--- config.mk ---
export PLATFORM = sky130hd
export DESIGN_NAME = serial_rx_sequencer_flat
export DESIGN_NICKNAME = d
export VERILOG_FILES = /design/src/rtl/serial_rx_sequencer_if.sv /design/src/rtl/serial_rx_sequencer.sv /design/src/flat_wrapper.sv
export SDC_FILE = /design/constraint.sdc
export NUM_CORES = 1
export LEC_CHECK = 0
export CORE_MARGIN = 10
export CORE_UTILIZATION = 45
export CTS_CLUSTER_DIAMETER = 40
export CTS_CLUSTER_SIZE = 8
export DETAILED_ROUTE_END_ITERATION = 8
export DONT_BUFFER_PORTS = 1
export PLACE_DENSITY = 0.61
export SLEW_MARGIN = 25
export SYNTH_ARGS = -nofsm -noshare
export SYNTH_HDL_FRONTEND = slang
export SYNTH_SLANG_ARGS = --single-unit
--- constraint.sdc ---
create_clock -name clock -period 2 [get_ports clock]
set_clock_uncertainty 0.05 [all_clocks]
set_input_delay 0.4 -clock clock [delete_from_list [all_inputs] [get_ports clock]]
set_output_delay 0.4 -clock clock [all_outputs]
set_load 0.02 [all_outputs]
--- src/rtl/serial_rx_sequencer_if.sv ---
// Character handshake between the serial receiver and its downstream consumer.
interface serial_rx_sequencer_if #(
  parameter int DATA_BITS = 8
) ();
  logic [DATA_BITS-1:0] char_data;
  logic                 char_valid;
  logic                 char_ready;

  modport master (output char_data, output char_valid, input char_ready);
  modport slave  (input char_data, input char_valid, output char_ready);
endinterface

--- src/rtl/serial_rx_sequencer.sv ---
// Oversampled serial receive controller: start qualification, mid-bit sampling,
// character holding register with valid/ready, framing/overrun flags.
// Optional even parity bit and parity_err port when SERIAL_RX_PARITY_EN is defined.
module serial_rx_sequencer #(
  parameter int   DATA_BITS   = 8,
  parameter int   OVERSAMPLE  = 16,
  parameter logic START_LEVEL = 1'b1
) (
  input  logic                          clock,
  input  logic                          reset,
  input  logic                          serial_in,
  input  logic                          rx_enable,
  input  logic                          clear_err,
  serial_rx_sequencer_if.master         rx_if,
  output logic                          busy,
  output logic                          framing_err,
`ifdef SERIAL_RX_PARITY_EN
  output logic                          parity_err,
`endif
  output logic                          overrun
);

  localparam int CNT_W = $clog2(OVERSAMPLE);
  localparam int IDX_W = (DATA_BITS > 1) ? $clog2(DATA_BITS) : 1;
  localparam logic [CNT_W-1:0] CNT_MID  = CNT_W'(OVERSAMPLE / 2 - 1);
  localparam logic [CNT_W-1:0] CNT_END  = CNT_W'(OVERSAMPLE - 1);
  localparam logic [IDX_W-1:0] IDX_LAST = IDX_W'(DATA_BITS - 1);

  typedef enum logic [2:0] {
    S_IDLE,
    S_START,
    S_DATA,
`ifdef SERIAL_RX_PARITY_EN
    S_PARITY,
`endif
    S_STOP,
    S_LOAD
  } state_t;

  state_t               state_q, state_d;
  logic [1:0]           sync_q, sync_d;
  logic [CNT_W-1:0]     cnt_q, cnt_d;
  logic [IDX_W-1:0]     idx_q, idx_d;
  logic [DATA_BITS-1:0] shift_q, shift_d;
  logic [DATA_BITS-1:0] data_q, data_d;
  logic                 valid_q, valid_d;
  logic                 busy_q, busy_d;
  logic                 ferr_q, ferr_d;
  logic                 ovr_q, ovr_d;
`ifdef SERIAL_RX_PARITY_EN
  logic                 perr_q, perr_d;
`endif

  logic line;
  logic handshake;

  assign line      = sync_q[1];
  assign handshake = valid_q & rx_if.char_ready;

  always_comb begin
    state_d = state_q;
    sync_d  = {sync_q[0], serial_in};
    cnt_d   = cnt_q;
    idx_d   = idx_q;
    shift_d = shift_q;
    data_d  = data_q;
    valid_d = valid_q;
    ovr_d   = ovr_q;
    ferr_d  = 1'b0;
`ifdef SERIAL_RX_PARITY_EN
    perr_d  = 1'b0;
`endif

    if (handshake) valid_d = 1'b0;
    if (clear_err) ovr_d = 1'b0;

    if (!rx_enable) begin
      state_d = S_IDLE;
      cnt_d   = '0;
      idx_d   = '0;
    end else begin
      case (state_q)
        S_IDLE: begin
          if (line == START_LEVEL) begin
            state_d = S_START;
            cnt_d   = '0;
          end
        end
        S_START: begin
          if (cnt_q == CNT_MID) begin
            cnt_d   = '0;
            idx_d   = '0;
            state_d = (line == START_LEVEL) ? S_DATA : S_IDLE;
          end else begin
            cnt_d = cnt_q + CNT_W'(1);
          end
        end
        S_DATA: begin
          if (cnt_q == CNT_END) begin
            cnt_d          = '0;
            shift_d[idx_q] = line;
            if (idx_q == IDX_LAST) begin
`ifdef SERIAL_RX_PARITY_EN
              state_d = S_PARITY;
`else
              state_d = S_STOP;
`endif
            end else begin
              idx_d = idx_q + IDX_W'(1);
            end
          end else begin
            cnt_d = cnt_q + CNT_W'(1);
          end
        end
`ifdef SERIAL_RX_PARITY_EN
        S_PARITY: begin
          if (cnt_q == CNT_END) begin
            cnt_d = '0;
            if (line == ^shift_q) begin
              state_d = S_STOP;
            end else begin
              perr_d  = 1'b1;
              state_d = S_IDLE;
            end
          end else begin
            cnt_d = cnt_q + CNT_W'(1);
          end
        end
`endif
        S_STOP: begin
          if (cnt_q == CNT_END) begin
            cnt_d = '0;
            if (line == ~START_LEVEL) begin
              state_d = S_LOAD;
            end else begin
              ferr_d  = 1'b1;
              state_d = S_IDLE;
            end
          end else begin
            cnt_d = cnt_q + CNT_W'(1);
          end
        end
        S_LOAD: begin
          // A consumer taking the old char this very cycle frees the register.
          if (!valid_q || handshake) begin
            data_d  = shift_q;
            valid_d = 1'b1;
          end else begin
            ovr_d = 1'b1;
          end
          state_d = S_IDLE;
        end
        default: state_d = S_IDLE;
      endcase
    end

    busy_d = (state_d != S_IDLE);
  end

  always_ff @(posedge clock or negedge reset) begin
    if (!reset) begin
      state_q <= S_IDLE;
      sync_q  <= {2{~START_LEVEL}};
      cnt_q   <= '0;
      idx_q   <= '0;
      shift_q <= '0;
      data_q  <= '0;
      valid_q <= 1'b0;
      busy_q  <= 1'b0;
      ferr_q  <= 1'b0;
      ovr_q   <= 1'b0;
`ifdef SERIAL_RX_PARITY_EN
      perr_q  <= 1'b0;
`endif
    end else begin
      state_q <= state_d;
      sync_q  <= sync_d;
      cnt_q   <= cnt_d;
      idx_q   <= idx_d;
      shift_q <= shift_d;
      data_q  <= data_d;
      valid_q <= valid_d;
      busy_q  <= busy_d;
      ferr_q  <= ferr_d;
      ovr_q   <= ovr_d;
`ifdef SERIAL_RX_PARITY_EN
      perr_q  <= perr_d;
`endif
    end
  end

  assign rx_if.char_data  = data_q;
  assign rx_if.char_valid = valid_q;
  assign busy             = busy_q;
  assign framing_err      = ferr_q;
  assign overrun          = ovr_q;
`ifdef SERIAL_RX_PARITY_EN
  assign parity_err       = perr_q;
`endif

endmodule

--- src/flat_wrapper.sv ---
// flat-port wrapper written by rule: the top's interface ports become plain ports
module serial_rx_sequencer_flat 
#(
  parameter int   DATA_BITS   = 8,
  parameter int   OVERSAMPLE  = 16,
  parameter logic START_LEVEL = 1'b1
)
  (clock, reset, serial_in, rx_enable, clear_err, busy, framing_err, overrun, rx_if_char_data, rx_if_char_valid, rx_if_char_ready);
  serial_rx_sequencer_if #(.DATA_BITS(DATA_BITS)) rx_if_i ();
  input  logic clock;
  input  logic reset;
  input  logic serial_in;
  input  logic rx_enable;
  input  logic clear_err;
  output logic busy;
  output logic framing_err;
  output logic overrun;
  output wire logic [$bits(rx_if_i.char_data)-1:0] rx_if_char_data;
  output wire logic [$bits(rx_if_i.char_valid)-1:0] rx_if_char_valid;
  input wire logic [$bits(rx_if_i.char_ready)-1:0] rx_if_char_ready;
  assign rx_if_char_data = rx_if_i.char_data;
  assign rx_if_char_valid = rx_if_i.char_valid;
  assign rx_if_i.char_ready = rx_if_char_ready;
  serial_rx_sequencer #(.DATA_BITS(DATA_BITS), .OVERSAMPLE(OVERSAMPLE), .START_LEVEL(START_LEVEL)) u_core (.clock(clock), .reset(reset), .serial_in(serial_in), .rx_enable(rx_enable), .clear_err(clear_err), .rx_if(rx_if_i), .busy(busy), .framing_err(framing_err), .overrun(overrun));
endmodule
Yosys cells after proc, flatten, opt, wreduce, memory -nomap -nowiden --
Index checks and enable logic that the tools add are counted.
Word-level totals: flip-flop bits (word level) 32, word-level logic and storage cells 72, input port bits 6
Operators by class: add/subtract/negate cells 2, bitwise gates (word level) 1, equality and inequality tests 13, order comparisons 2, reductions and logical operators 10, multiplexer cells 34
Operators by type and width (number):
- $mux 3 | 11
- $mux 4 | 4
- $mux 1 | 13
- $pmux 3 s4 | 1
- $pmux 4 s3 | 1
- $ne 3x2->1 const B | 3
- $bwmux 8 | 1
- $eq 3x2->1 const B | 2
- $eq 3x3->1 const B | 2
- $pmux 3 s2 | 1
- $reduce_and 3->1 | 2
- $add 4x1->4 const B | 1
- $eq 4x3->1 const B | 1
- $eq 4x4->1 const B | 1
- $lt 3x4->1 const B | 1
- $ne 4x2->1 const B | 1
- $reduce_and 4->1 | 1
- $add 3x1->3 const B | 1
- $demux 1 s3 | 1
- $eq 3x1->1 const B | 1
- $ge 3x1->1 const B | 1
- $logic_not 3->1 | 1
- $ne 3x1->1 const B | 1
- $ne 3x3->1 const B | 1
- 8 further kinds | 8

Depth between registers and ports, before layout --
depth in word-level cells 6, depth in mapped cells 6, mapped depth without buffers 6

Worst setup path before layout --
No wires, ideal clock.
path kind flip-flop to flip-flop, start register u_core.idx_q[1], end register u_core.idx_q[0], required time 1830 ps, clock period less this slack 1702 ps, setup time 120 ps, buffers on the path 0, arrival time 1532 ps, stages on the path, launching flop included 7, setup slack 298 ps, cell sequence dfrtp_1 ha_1 ha_1 nand4bb_1 a211o_1 mux2i_1 nor2b_1
Between the ends: longest elaborated chain between the ends 3
RTL lines:
- start: declaration | RTL line serial_rx_sequencer.sv:43 | logic [IDX_W-1:0] idx_q, idx_d;
- start signal: assignment | RTL line serial_rx_sequencer.sv:179 | idx_q <= idx_d;
- $eq 3x3->1 | RTL line serial_rx_sequencer.sv:102 | if (idx_q == IDX_LAST) begin
- $ne 3x3->1 (no source line)
- $reduce_and 4->1 (no source line)
Every way passes these cells. A chain may end at the register's enable or synchronous reset.

Worst setup path in the final report --
start register u_core.cnt_q[0], end register u_core.shift_q[4]
Between the ends: longest elaborated chain between the ends 2
RTL lines:
- start: declaration | RTL line serial_rx_sequencer.sv:42 | logic [CNT_W-1:0] cnt_q, cnt_d;
- start signal: assignment | RTL line serial_rx_sequencer.sv:178 | cnt_q <= cnt_d;
- $eq 4x4->1 | RTL line serial_rx_sequencer.sv:99 | if (cnt_q == CNT_END) begin
- $reduce_and 3->1 (no source line)
- end signal: assignment | RTL line serial_rx_sequencer.sv:180 | shift_q <= shift_d;
- end: declaration | RTL line serial_rx_sequencer.sv:44 | logic [DATA_BITS-1:0] shift_q, shift_d;
Every way passes these cells.

==> key figures <==
Global route
  – Remaining global-route overflow: 0
  – Vias in the first global route: 981
  – GR Util All Layers: 0.103
  – Largest net degree at the start of global routing: 33
  – Initial antenna violation count: 0
  – First-pass GRT wire length: 4.87 mm

Floorplan
  – Height of the die: slightly below 80 um
  – Die ar.: around 6000 um2
  – I/O Pins: 18
  – Row Count: 20
  – Core Region: 3100 um2
  – DIE WIDTH: a little under 80 um
  – Initial core utilization: 0.477

Layout
  – Storage element area: 801 um2
  – N_diodes: 0
  – Fin nets: 141
  – Fillers: 302
  – Share of post-route cells with drive strength above 1: 0.203
  – Area grow syn2layout: 8.62%
  – Footprint of the multi-input gates: 626 um2

Power and ir drop
  – Total Power: 1090 uW
  – Pwr/cell area: 675 nW/um2
  – Leak pwr: 0.000757 uW
  – Worst vdd ir: around 0.00036 V

Route
  – Avg WL per Cell: 15.7 um
  – DRC Markers: 0
  – DRT iter0 DRCs: 71
  – Antenna Nets Post-Route: 0
  – Vias per inst: 5.47
  – Final WL: 2.77 mm
  – TritonRoute pass-1 iters: 4
  – Total vias in the final route: roughly 970

Worst setup path
  – Crit Path Category: register to register
  – Reg-to-reg endpoint: u_core.shift_q[4]
  – CP arrival: 2.02 ns
  – Crit path largest cell delay: 0.39 ns
  – WP data required: about 2.2 ns
  – Crit-path slowest cell: dfrtp_1
  – R2R depth: 5
  – Worst R2R Setup Slack: 0.15 ns
  – Worst setup path start: u_core.cnt_q[0]
  – Crit end category: register
  – Startpoint types: register
  – Worst Path Max Fanout: 7
  – Reg-to-Reg Start: u_core.cnt_q[0]
  – Crit path cell chain: ha_1, and3_1, nand2_1, nor4b_2, mux2_1

Clock tree
  – CTS Buffer Depth: 2
  – CTS root buffer: clkbuf_4
  – Post-CTS sizing: 0
  – H-Tree Level Count: 2
  – Clock Sinks: 32
  – TritonCTS clock tree: built
  – Inserted Clock Buffers: 5
  – Clock Latency Late Sink: 0.33 ns
  – Worst-path clk slew: 0.09 ns

Synth
  – Top cell type's share of synthesized area: 0.541
  – Async S/R FF share, synth: 1.00
  – Ys Warns: 0
  – Yosys reg bits: 32
  – Register area share after synthesis: 0.541
  – Area leader, netlist: dfrtp_1
  – Post-synth top cells: 32 x dfrtp_1, 12 x mux2_2, 10 x nand2_1
  – Post-Synthesis Cells: 126
  – Synth Area per Inst: between 10 and 15 um2
  – Post-synth EDFFs: 0
  – Main synth FF type: dfrtp_1
  – Syn_nets: 135
  – Synthesized cell area: 1480 um2
  – Unique masters post-synth: 38
  – Count leader, synth: dfrtp_1
  – Synth top area cells: dfrtp_1 54%, mux2_2 9.1%, nor3_1 2.7%

Timing
  – WHS: 0.0501 ns
  – Least-Margin Pin Slew: 0.389 ns
  – Unrepaired setup endpoints after global routing: false
  – Setup_tns: 0 ns
  – Final setup fails: 0
  – Final Critical Period: 1.85 ns
  – Hold Fails Final Rpt: 0
  – Fin. max-slew vios: 0
  – Max Fclk: 539 MHz
  – Final period utilization: 0.927
  – Slew headroom: 0.741

Flow run
  – Max-Cap Viols: 0

Outcome
  – Status: finished clean

Hold path
  – Hold Crit Class: input port to register
  – Worst hold path cell count: 0
  – Hold wc startpoint: serial_in
  – Hold Crit Endpoint: u_core.sync_q[0]

Placed design
  – Final GP Congestion: 0.789
  – Detail Placement HPWL: roughly 2.0 mm
  – PortBufs: 0
-- layout by cell type (no fill, tap or decap), drive strengths merged, types with 2 or more instances in the layout --
master,count
nand2b,3
nor3,8
ha,3
a211o,2
buf,5
nor4,2
o21ai,7
nor2,4
nor4b,2
clkbuf,8
mux2,14
nor2b,4
inv,2
o31ai,2
dfrtp,32
nand2,10
nand3,6
-- registers in the layout, summed over array words and instances, names as in the netlist, 2 cells and up --
register	count
u_core.cnt_q	4
u_core.shift_q	8
u_core.state_q	3
u_core.sync_q	2
u_core.rx_if.char_data	8
u_core.idx_q	3
-- cell type report --
type                    count  share of cell area
flip-flops and latches     32               0.498
multi-input cells          85               0.389
repair buffers              6              0.0374
inverters                   2             0.00467
clock buffers               8              0.0366
well taps                  44              0.0342
-- power breakdown --
| group | total, uW | leakage, uW | internal (uW) | switching [uW] |
|---|---|---|---|---|
| sequential | 667 | 0.000440 | 654 | 13.6 |
| clock | 372 | 0.0000326 | 173 | 199 |
| combinational | 45.9 | 0.000285 | 19.2 | 26.7 |
-- layer usage --
layer  vias up  track usage  part of all wire
li1        474            -                 -
met1       469        0.126              0.48
met2        21        0.140              0.42
met3         5       0.0622             0.082
met4         0       0.0493             0.020
met5         -            0                 0
-- worst max-delay path by stage --
stage                             end  slack, ns  depth (start not counted)
floorplan             u_core.idx_q[0]       0.30                          6
global placement    u_core.shift_q[0]       0.18                          5
detailed placement  u_core.shift_q[4]       0.15                          5
CTS                 u_core.shift_q[4]       0.15                          5
global route        u_core.shift_q[0]       0.04                          5
finish              u_core.shift_q[4]       0.15                          5
-- per-stage QoR --
stage                util  area (um2)  instances  worst slack [ns]
floorplan               -        1480        126             0.298
global placement    0.490        1520        167             0.185
detailed placement  0.490        1520        167             0.154
CTS                 0.518        1610        177             0.147
global route        0.518        1610        177            0.0389
finish              0.518        1610        177             0.146
-- worst max-delay path, delay by kind of cell, from the launching register on --
family	cells	cell delay (ns)
multiplexers	1	0.35
adder cells (fa/ha/maj)	1	0.28
flip-flops	1	0.39
AND/OR/NAND/NOR	3	0.67
-- cells by family (layout without fill, tap and decap cells) --
family / count (synthesis) / after routing / share of synthesized area
simple gates: 47 / 47 / 0.191
flops: 32 / 32 / 0.541
compound gates: 19 / 19 / 0.0871
mux: 15 / 15 / 0.113
buf+inv: 9 / 16 / 0.0363
fa+ha+maj: 3 / 3 / 0.0254
xor+xnor: 1 / 1 / 0.00592
-- repair_timing --
item / 4_1_cts / 5_1_grt
endpoints found under the hold margin: 32 / 0
hold buffers: 2 / 0
setup buffers: 0 / 0
No activity file was read; power rests on OpenSTA's default activity.
